`src/rtl/ram_master_pkg.sv`:
```
// Shared definitions for the RAM burst master: controller state encodings
// and the wrapping address increment.
package ram_master_pkg;

    typedef enum logic [1:0] {
        IDLE  = 2'd0,
        WRITE = 2'd1,
        READ  = 2'd2
    } state_e;

    // depth must be a power of two, so masking with depth-1 gives the wrap
    function automatic int unsigned wrap_inc(input int unsigned addr,
                                             input int unsigned depth);
        return (addr + 32'd1) & (depth - 32'd1);
    endfunction

endpackage

```
`src/rtl/ram_rd_return.sv`:
```
// Read return path: tracks the single outstanding RAM read and holds the
// returned beat on the rd_* stream until the client accepts it.
module ram_rd_return #(
    parameter int WIDTH = 8
) (
    input  logic             clk,
    input  logic             rst,
    input  logic             issue_req_i,
    input  logic             issue_last_i,
    input  logic [WIDTH-1:0] ram_dout_i,
    input  logic             rd_ready_i,
    output logic             issue_ok_o,
    output logic             rd_valid_o,
    output logic [WIDTH-1:0] rd_data_o,
    output logic             rd_last_o
);

    logic             pending_q;
    logic             pending_last_q;
    logic             rd_valid_q;
    logic             rd_last_q;
    logic [WIDTH-1:0] rd_data_q;
    logic             issue_fire;

    // A new read may go out only when nothing is in flight and the output
    // register is empty or being emptied this cycle, so no beat is lost.
    assign issue_ok_o = !pending_q && (!rd_valid_q || rd_ready_i);
    assign issue_fire = issue_req_i && issue_ok_o;

    always_ff @(posedge clk) begin
        if (!rst) begin
            pending_q      <= 1'b0;
            pending_last_q <= 1'b0;
            rd_valid_q     <= 1'b0;
            rd_last_q      <= 1'b0;
            rd_data_q      <= '0;
        end else begin
            pending_q <= issue_fire;
            if (issue_fire) begin
                pending_last_q <= issue_last_i;
            end
            if (pending_q) begin
                rd_data_q  <= ram_dout_i;
                rd_valid_q <= 1'b1;
                rd_last_q  <= pending_last_q;
            end else if (rd_valid_q && rd_ready_i) begin
                rd_valid_q <= 1'b0;
                rd_last_q  <= 1'b0;
            end
        end
    end

    assign rd_valid_o = rd_valid_q;
    assign rd_data_o  = rd_data_q;
    assign rd_last_o  = rd_last_q;

endmodule

```
`src/rtl/ram_burst_master.sv`:
```
// Burst initiator for one synchronous RAM port: accepts write/read burst
// commands and drives the RAM with wrapping auto-incrementing addresses.
module ram_burst_master
    import ram_master_pkg::*;
#(
    parameter int          WIDTH    = 8,
    parameter int unsigned DEPTH    = 64,
    parameter int          ADDR_BUS = $clog2(DEPTH),
    parameter int          LEN_W    = 4
) (
    input  logic                clk,
    input  logic                rst,
    input  logic                cmd_valid,
    output logic                cmd_ready,
    input  logic                cmd_we,
    input  logic [ADDR_BUS-1:0] cmd_addr,
    input  logic [LEN_W-1:0]    cmd_len,
    input  logic                wr_valid,
    output logic                wr_ready,
    input  logic [WIDTH-1:0]    wr_data,
    output logic                rd_valid,
    input  logic                rd_ready,
    output logic [WIDTH-1:0]    rd_data,
    output logic                rd_last,
    output logic [ADDR_BUS-1:0] ram_addr,
    output logic [WIDTH-1:0]    ram_din,
    output logic                ram_we,
    input  logic [WIDTH-1:0]    ram_dout,
    output logic                busy
);

    localparam int CNT_W = LEN_W + 1;

    state_e              state_q, state_d;
    logic [ADDR_BUS-1:0] cur_addr_q, cur_addr_d, next_addr;
    logic [CNT_W-1:0]    beats_q, beats_d, count_q, count_d;
    logic                issue_req, issue_ok, last_beat;
    logic                ret_valid, ret_last;

    assign next_addr = ADDR_BUS'(wrap_inc(32'(cur_addr_q), 32'(DEPTH)));

    // count_q counts write handshakes or read issues within the burst
    assign last_beat = (count_q == beats_q - CNT_W'(1));

    always_comb begin
        state_d    = state_q;
        cur_addr_d = cur_addr_q;
        beats_d    = beats_q;
        count_d    = count_q;
        cmd_ready  = 1'b0;
        wr_ready   = 1'b0;
        ram_we     = 1'b0;
        ram_addr   = '0;
        ram_din    = '0;
        issue_req  = 1'b0;
        if (rst) begin
            case (state_q)
                IDLE: begin
                    cmd_ready = 1'b1;
                    ram_addr  = cur_addr_q;
                    if (cmd_valid) begin
                        cur_addr_d = cmd_addr;
                        beats_d    = CNT_W'(cmd_len) + CNT_W'(1);
                        count_d    = '0;
                        state_d    = cmd_we ? WRITE : READ;
                    end
                end
                WRITE: begin
                    wr_ready = 1'b1;
                    ram_we   = wr_valid;
                    ram_addr = cur_addr_q;
                    ram_din  = wr_data;
                    if (wr_valid) begin
                        cur_addr_d = next_addr;
                        count_d    = count_q + CNT_W'(1);
                        if (last_beat) begin
                            state_d = IDLE;
                        end
                    end
                end
                READ: begin
                    ram_addr  = cur_addr_q;
                    issue_req = (count_q < beats_q);
                    if (issue_req && issue_ok) begin
                        cur_addr_d = next_addr;
                        count_d    = count_q + CNT_W'(1);
                    end
                    if (ret_valid && rd_ready && ret_last) begin
                        state_d = IDLE;
                    end
                end
                default: begin
                    state_d = IDLE;
                end
            endcase
        end
    end

    always_ff @(posedge clk) begin
        if (!rst) begin
            state_q    <= IDLE;
            cur_addr_q <= '0;
            beats_q    <= '0;
            count_q    <= '0;
        end else begin
            state_q    <= state_d;
            cur_addr_q <= cur_addr_d;
            beats_q    <= beats_d;
            count_q    <= count_d;
        end
    end

    ram_rd_return #(
        .WIDTH(WIDTH)
    ) u_rd_return (
        .clk         (clk),
        .rst         (rst),
        .issue_req_i (issue_req),
        .issue_last_i(last_beat),
        .ram_dout_i  (ram_dout),
        .rd_ready_i  (rd_ready),
        .issue_ok_o  (issue_ok),
        .rd_valid_o  (ret_valid),
        .rd_data_o   (rd_data),
        .rd_last_o   (ret_last)
    );

    // Status outputs are forced quiet for the whole time reset is held low
    assign rd_valid = ret_valid && rst;
    assign rd_last  = ret_last && rst;
    assign busy     = (state_q != IDLE) && rst;

endmodule

```
`config.mk`:
```
export PLATFORM = sky130hd
export DESIGN_NAME = ram_burst_master
export DESIGN_NICKNAME = d
export VERILOG_FILES = /design/src/rtl/ram_master_pkg.sv /design/src/rtl/ram_rd_return.sv /design/src/rtl/ram_burst_master.sv
export SDC_FILE = /design/constraint.sdc
export NUM_CORES = 1
export LEC_CHECK = 0
export BUFFER_PORTS_ARGS = -buffer_cell sky130_fd_sc_hd__buf_2
export CELL_PAD_IN_SITES_DETAIL_PLACEMENT = 1
export CELL_PAD_IN_SITES_GLOBAL_PLACEMENT = 1
export CORE_MARGIN = 5
export CORE_UTILIZATION = 39
export DETAILED_ROUTE_END_ITERATION = 8
export PLACE_DENSITY = 0.91
export SLEW_MARGIN = 10
export SYNTH_ARGS = -nofsm -noshare
export SYNTH_HDL_FRONTEND = slang
export SYNTH_SLANG_ARGS = --single-unit
```
`constraint.sdc`:
```
create_clock -name clk -period 5.1 [get_ports clk]
set_clock_uncertainty 0.15 [all_clocks]
set_input_delay 0 -clock clk [delete_from_list [all_inputs] [get_ports clk]]
set_output_delay 0 -clock clk [all_outputs]
set_load 0.05 [all_outputs]
```
==> impl_metrics.yaml <==
status:
  status: "finished clean"
worst_setup_path:
  timing.rr.end: "cur_addr_q[2]"
  critical_path.n_buffers_inverters: 1
  critical_path_arrival_ns: 2.79
  reg2reg_depth: 6
  timing.critical_path.required_ns: 5.08
  crit_cells: 6
  cpLargestDelayFamily: "compound AO/OA/AOI/OAI gates"
  cp_slowest_stage_delay_ns: 0.89
  critical-path-slowest-cell: "a221oi_2"
  critical_path_class: "flop to flop"
  worst_setup_path_start_kind: "flop"
  crit_path_cell_trace: "inv_1 -> ha_1 -> a221oi_2 -> o21ai_0 -> o211ai_1 -> o31ai_1"
  maximum_fanout_encountered_on_the_critical_timing_path: 12
  timing.critical_path.to_type: "flop"
  critical_path.reg2reg.startpoint: "state_q[1]"
  rrSetupSlack_ns: 2.29
die:
  i_o_pins: 60
  fp-row-count: 25
  starting_density_of_the_core_pct: 39.8
  die_h_um: 79.0
  fp.dieW_um: 79.0
  core_region_area_um2: 4660
  die_area_um2: 6230
route:
  route.final.wire_length_mm: 7.17
  vias: 2046
  detail_route.first_pass.iterations: 7
  antenna_left: 0
  routed.top_layer: "met4"
  met3RoutedLength_um: 384
  drt-initial-drc-count: 145
  route.met2.wl_mm: 3.62
  m1WireLength_mm: 2.81
  routed_via_density: 5.85
  remaining_drc_errors: 0
  wl_per_cell_um: 20.5
sta:
  post-route-period-util_pct: 55.1
  rsz_0062_raised_after_global_routing: "no"
  setup_total_negative_slack_ns: 0
  fin_crit_ns: 2.81
  final_setup_violations: 0
  fmax_mhz: 356
  report.final.slew_viol_count: 0
  worst_slew_margin_rel_pct: 33.5
  setup_slack_ns: 2.29
  hold_viol_final: 0
  tightestPinTransition_ns: 0.997
pwr:
  power_density_nw_per_um2: 496
  netSwitchingPower_w: 0.000560
  combPwrFrac_pct: 48.3
  share_clk_of_total_power_pct: 24.8
  power.static_leakage_nw: 1.14
  seq_power_share_pct: 26.9
  switch_share_pct: 45.1
  internal-power_w: 0.000680
  ir_drop_mv: 0.230
cts:
  cts.path.max_buffers: 2
  clock_sinks: 30
  postCtsResizedCells: 0
  tritoncts: "done"
  clock-root-buffer: "clkbuf_8"
  clock_tree.htree_level_count: 2
  cts_inserted_buffers: 5
  path_clk_slew_ns: 0.07
  clock_network_latency_to_the_later_pin_of_the_worst_skew_pair_ns: 0.29
global_routing:
  global_route.overflow_total: 0
  antenna_violations_before_repair: 0
  grt_usage_pct: 25.0
  grt_start_max_net_pins: 30
  grt_pass1_wl_mm: 11.9
  grt_pass1_vias: 2247
yosys:
  yosys_register_bits: 30
  ys_seq_area_share_pct: 32.4
  synth_ff_type: "dfxtp_1"
  synth.cell_area_um2: 1850
  netlist_instances: 221
  mean_instance_size_in_the_synthesized_netlist_um2: 8.39
  synth_edf_count: 0
  post_synth_num_cell_types: 45
  synth.yosys.warnings: 0
  postSynth.asyncResetShare_pct: 0
  net_count_after_synthesis: 266
min_path:
  hp-start: "rst"
  worst_hold_path_type: "primary input to flop"
  worstHoldEndpoint: "cur_addr_q[0]"
  min_delay_path_depth: 2
place:
  routabilityCongestion: 0.823
  io_buffers: 59
  post-dp-hpwl_mm: 4.02
  numPlacedInstances: 323
  place_ws_ns: 2.64
final_layout:
  num_antenna_cells: 0
  share_of_cells_above_drive_strength_1_pct: 25.7
  net_count_final: 340
  post_layout_nonfiller_instances: 350
  area_growth_syn_to_layout_pct: 34.8
run:
  max_cap_viol_count: 0
## cell usage after synthesis (all sizes together) (7+ instances only)
| master | instances | share of area, % |
|---|---|---|
| a21oi | 11 | 3.2 |
| and2 | 10 | 3.4 |
| and3 | 9 | 3.0 |
| clkbuf | 7 | 1.4 |
| dfxtp | 30 | 32 |
| ha | 13 | 8.8 |
| inv | 13 | 2.6 |
| mux2i | 11 | 5.9 |
| nand2 | 22 | 4.9 |
| nand3 | 10 | 3.2 |
| nor2 | 20 | 4.0 |
| o21ai | 9 | 2.4 |
## worst max path at each step
stage                    start            end  slack [ns]
global route        state_q[1]  cur_addr_q[2]        2.06
finish              state_q[1]  cur_addr_q[2]        2.29
global placement    beats_q[3]  cur_addr_q[0]        2.77
CTS                 state_q[1]  cur_addr_q[2]        2.53
floorplan           beats_q[3]     count_q[3]        2.94
detailed placement  state_q[1]  cur_addr_q[2]        2.64
## per-layer routing
layer	vias up	global-route usage, %
met3	29	5.78
met1	992	28.0
met5	-	0
met4	0	16.0
li1	928	-
met2	97	42.6
## kinds of logic after synthesis
family | after synthesis | synth area share, %
muxes | 11 | 5.94
xor gates and xnor gates | 8 | 3.78
and+or+nand+nor | 87 | 23.9
DFF | 30 | 32.4
AOI/OAI and AO/OA | 47 | 19.6
buffers and inverters | 25 | 5.60
adders and majority gates | 13 | 8.77
## sequential cells by signal, indices dropped and copies added, names as in the netlist
register	cells
cur_addr_q	6
state_q	2
u_rd_return.rd_last_o	1
u_rd_return.pending_last_q	1
beats_q	5
u_rd_return.rd_data_o	8
u_rd_return.pending_q	1
count_q	5
u_rd_return.rd_valid_o	1
## power groups by stage
| stage | clock [W] | sequential (W) | combinational [W] |
|---|---|---|---|
| global route | 0.000321 | 0.000341 | 0.000649 |
| floorplan | 0 | 0.000331 | 0.000420 |
| detailed placement | 0 | 0.000334 | 0.000544 |
| finish | 0.000307 | 0.000334 | 0.000599 |
| global placement | 0 | 0.000330 | 0.000526 |
| CTS | 0.000310 | 0.000330 | 0.000571 |
## cell type report
class | count | area (um^2)
Clock buffer | 6 | 82.6
Clock inverter | 2 | 60.1
Fill cell | 551 | 2160
Inverter | 14 | 52.6
Multi-Input combinational cell | 166 | 1150
Sequential cell | 30 | 601
Tap cell | 54 | 67.6
Timing Repair Buffer | 78 | 485
## layout by cell type, fill, tap and decap left out, drive strengths merged, types with 2 or more instances in the layout
| master | netlist | layout |
|---|---|---|
| buf | 4 | 59 |
| dfxtp | 30 | 30 |
| nand2 | 22 | 22 |
| nor2 | 20 | 20 |
| dlygate4sd3 | 0 | 19 |
| inv | 13 | 13 |
| ha | 13 | 13 |
| mux2i | 11 | 11 |
| a21oi | 11 | 11 |
| and2 | 10 | 10 |
| nand3 | 10 | 10 |
| and3 | 9 | 9 |
| o21ai | 9 | 9 |
| nor3 | 6 | 6 |
| clkbuf | 7 | 6 |
| o211ai | 5 | 5 |
| o31ai | 4 | 4 |
| xor2 | 4 | 4 |
| xnor2 | 4 | 4 |
| a211oi | 4 | 4 |
| nor2b | 3 | 3 |
| nand3b | 2 | 2 |
| nand4 | 2 | 2 |
| a32o | 2 | 2 |
| bufinv | 0 | 2 |
## stage by stage
step                      hold slack, ns  util (%)  power [W]  cell area [um^2]
after detailed placement          0.0745      46.5   0.000879              2170
final                             0.0234      53.6    0.00124              2500
after CTS                        0.00830      53.6    0.00121              2500
after global placement            0.0697      46.5   0.000857              2170
after global routing              0.0317      53.6    0.00131              2500
after floorplan                  -0.0544         -   0.000751              1850
## repair_timing
action                                  CTS  global route
hold buffers                             19             0
endpoints found under the hold margin    20             0
endpoints found under the setup margin    0             0
buffers inserted                          0             0
Note: power is estimated with default switching activity, not from simulation.
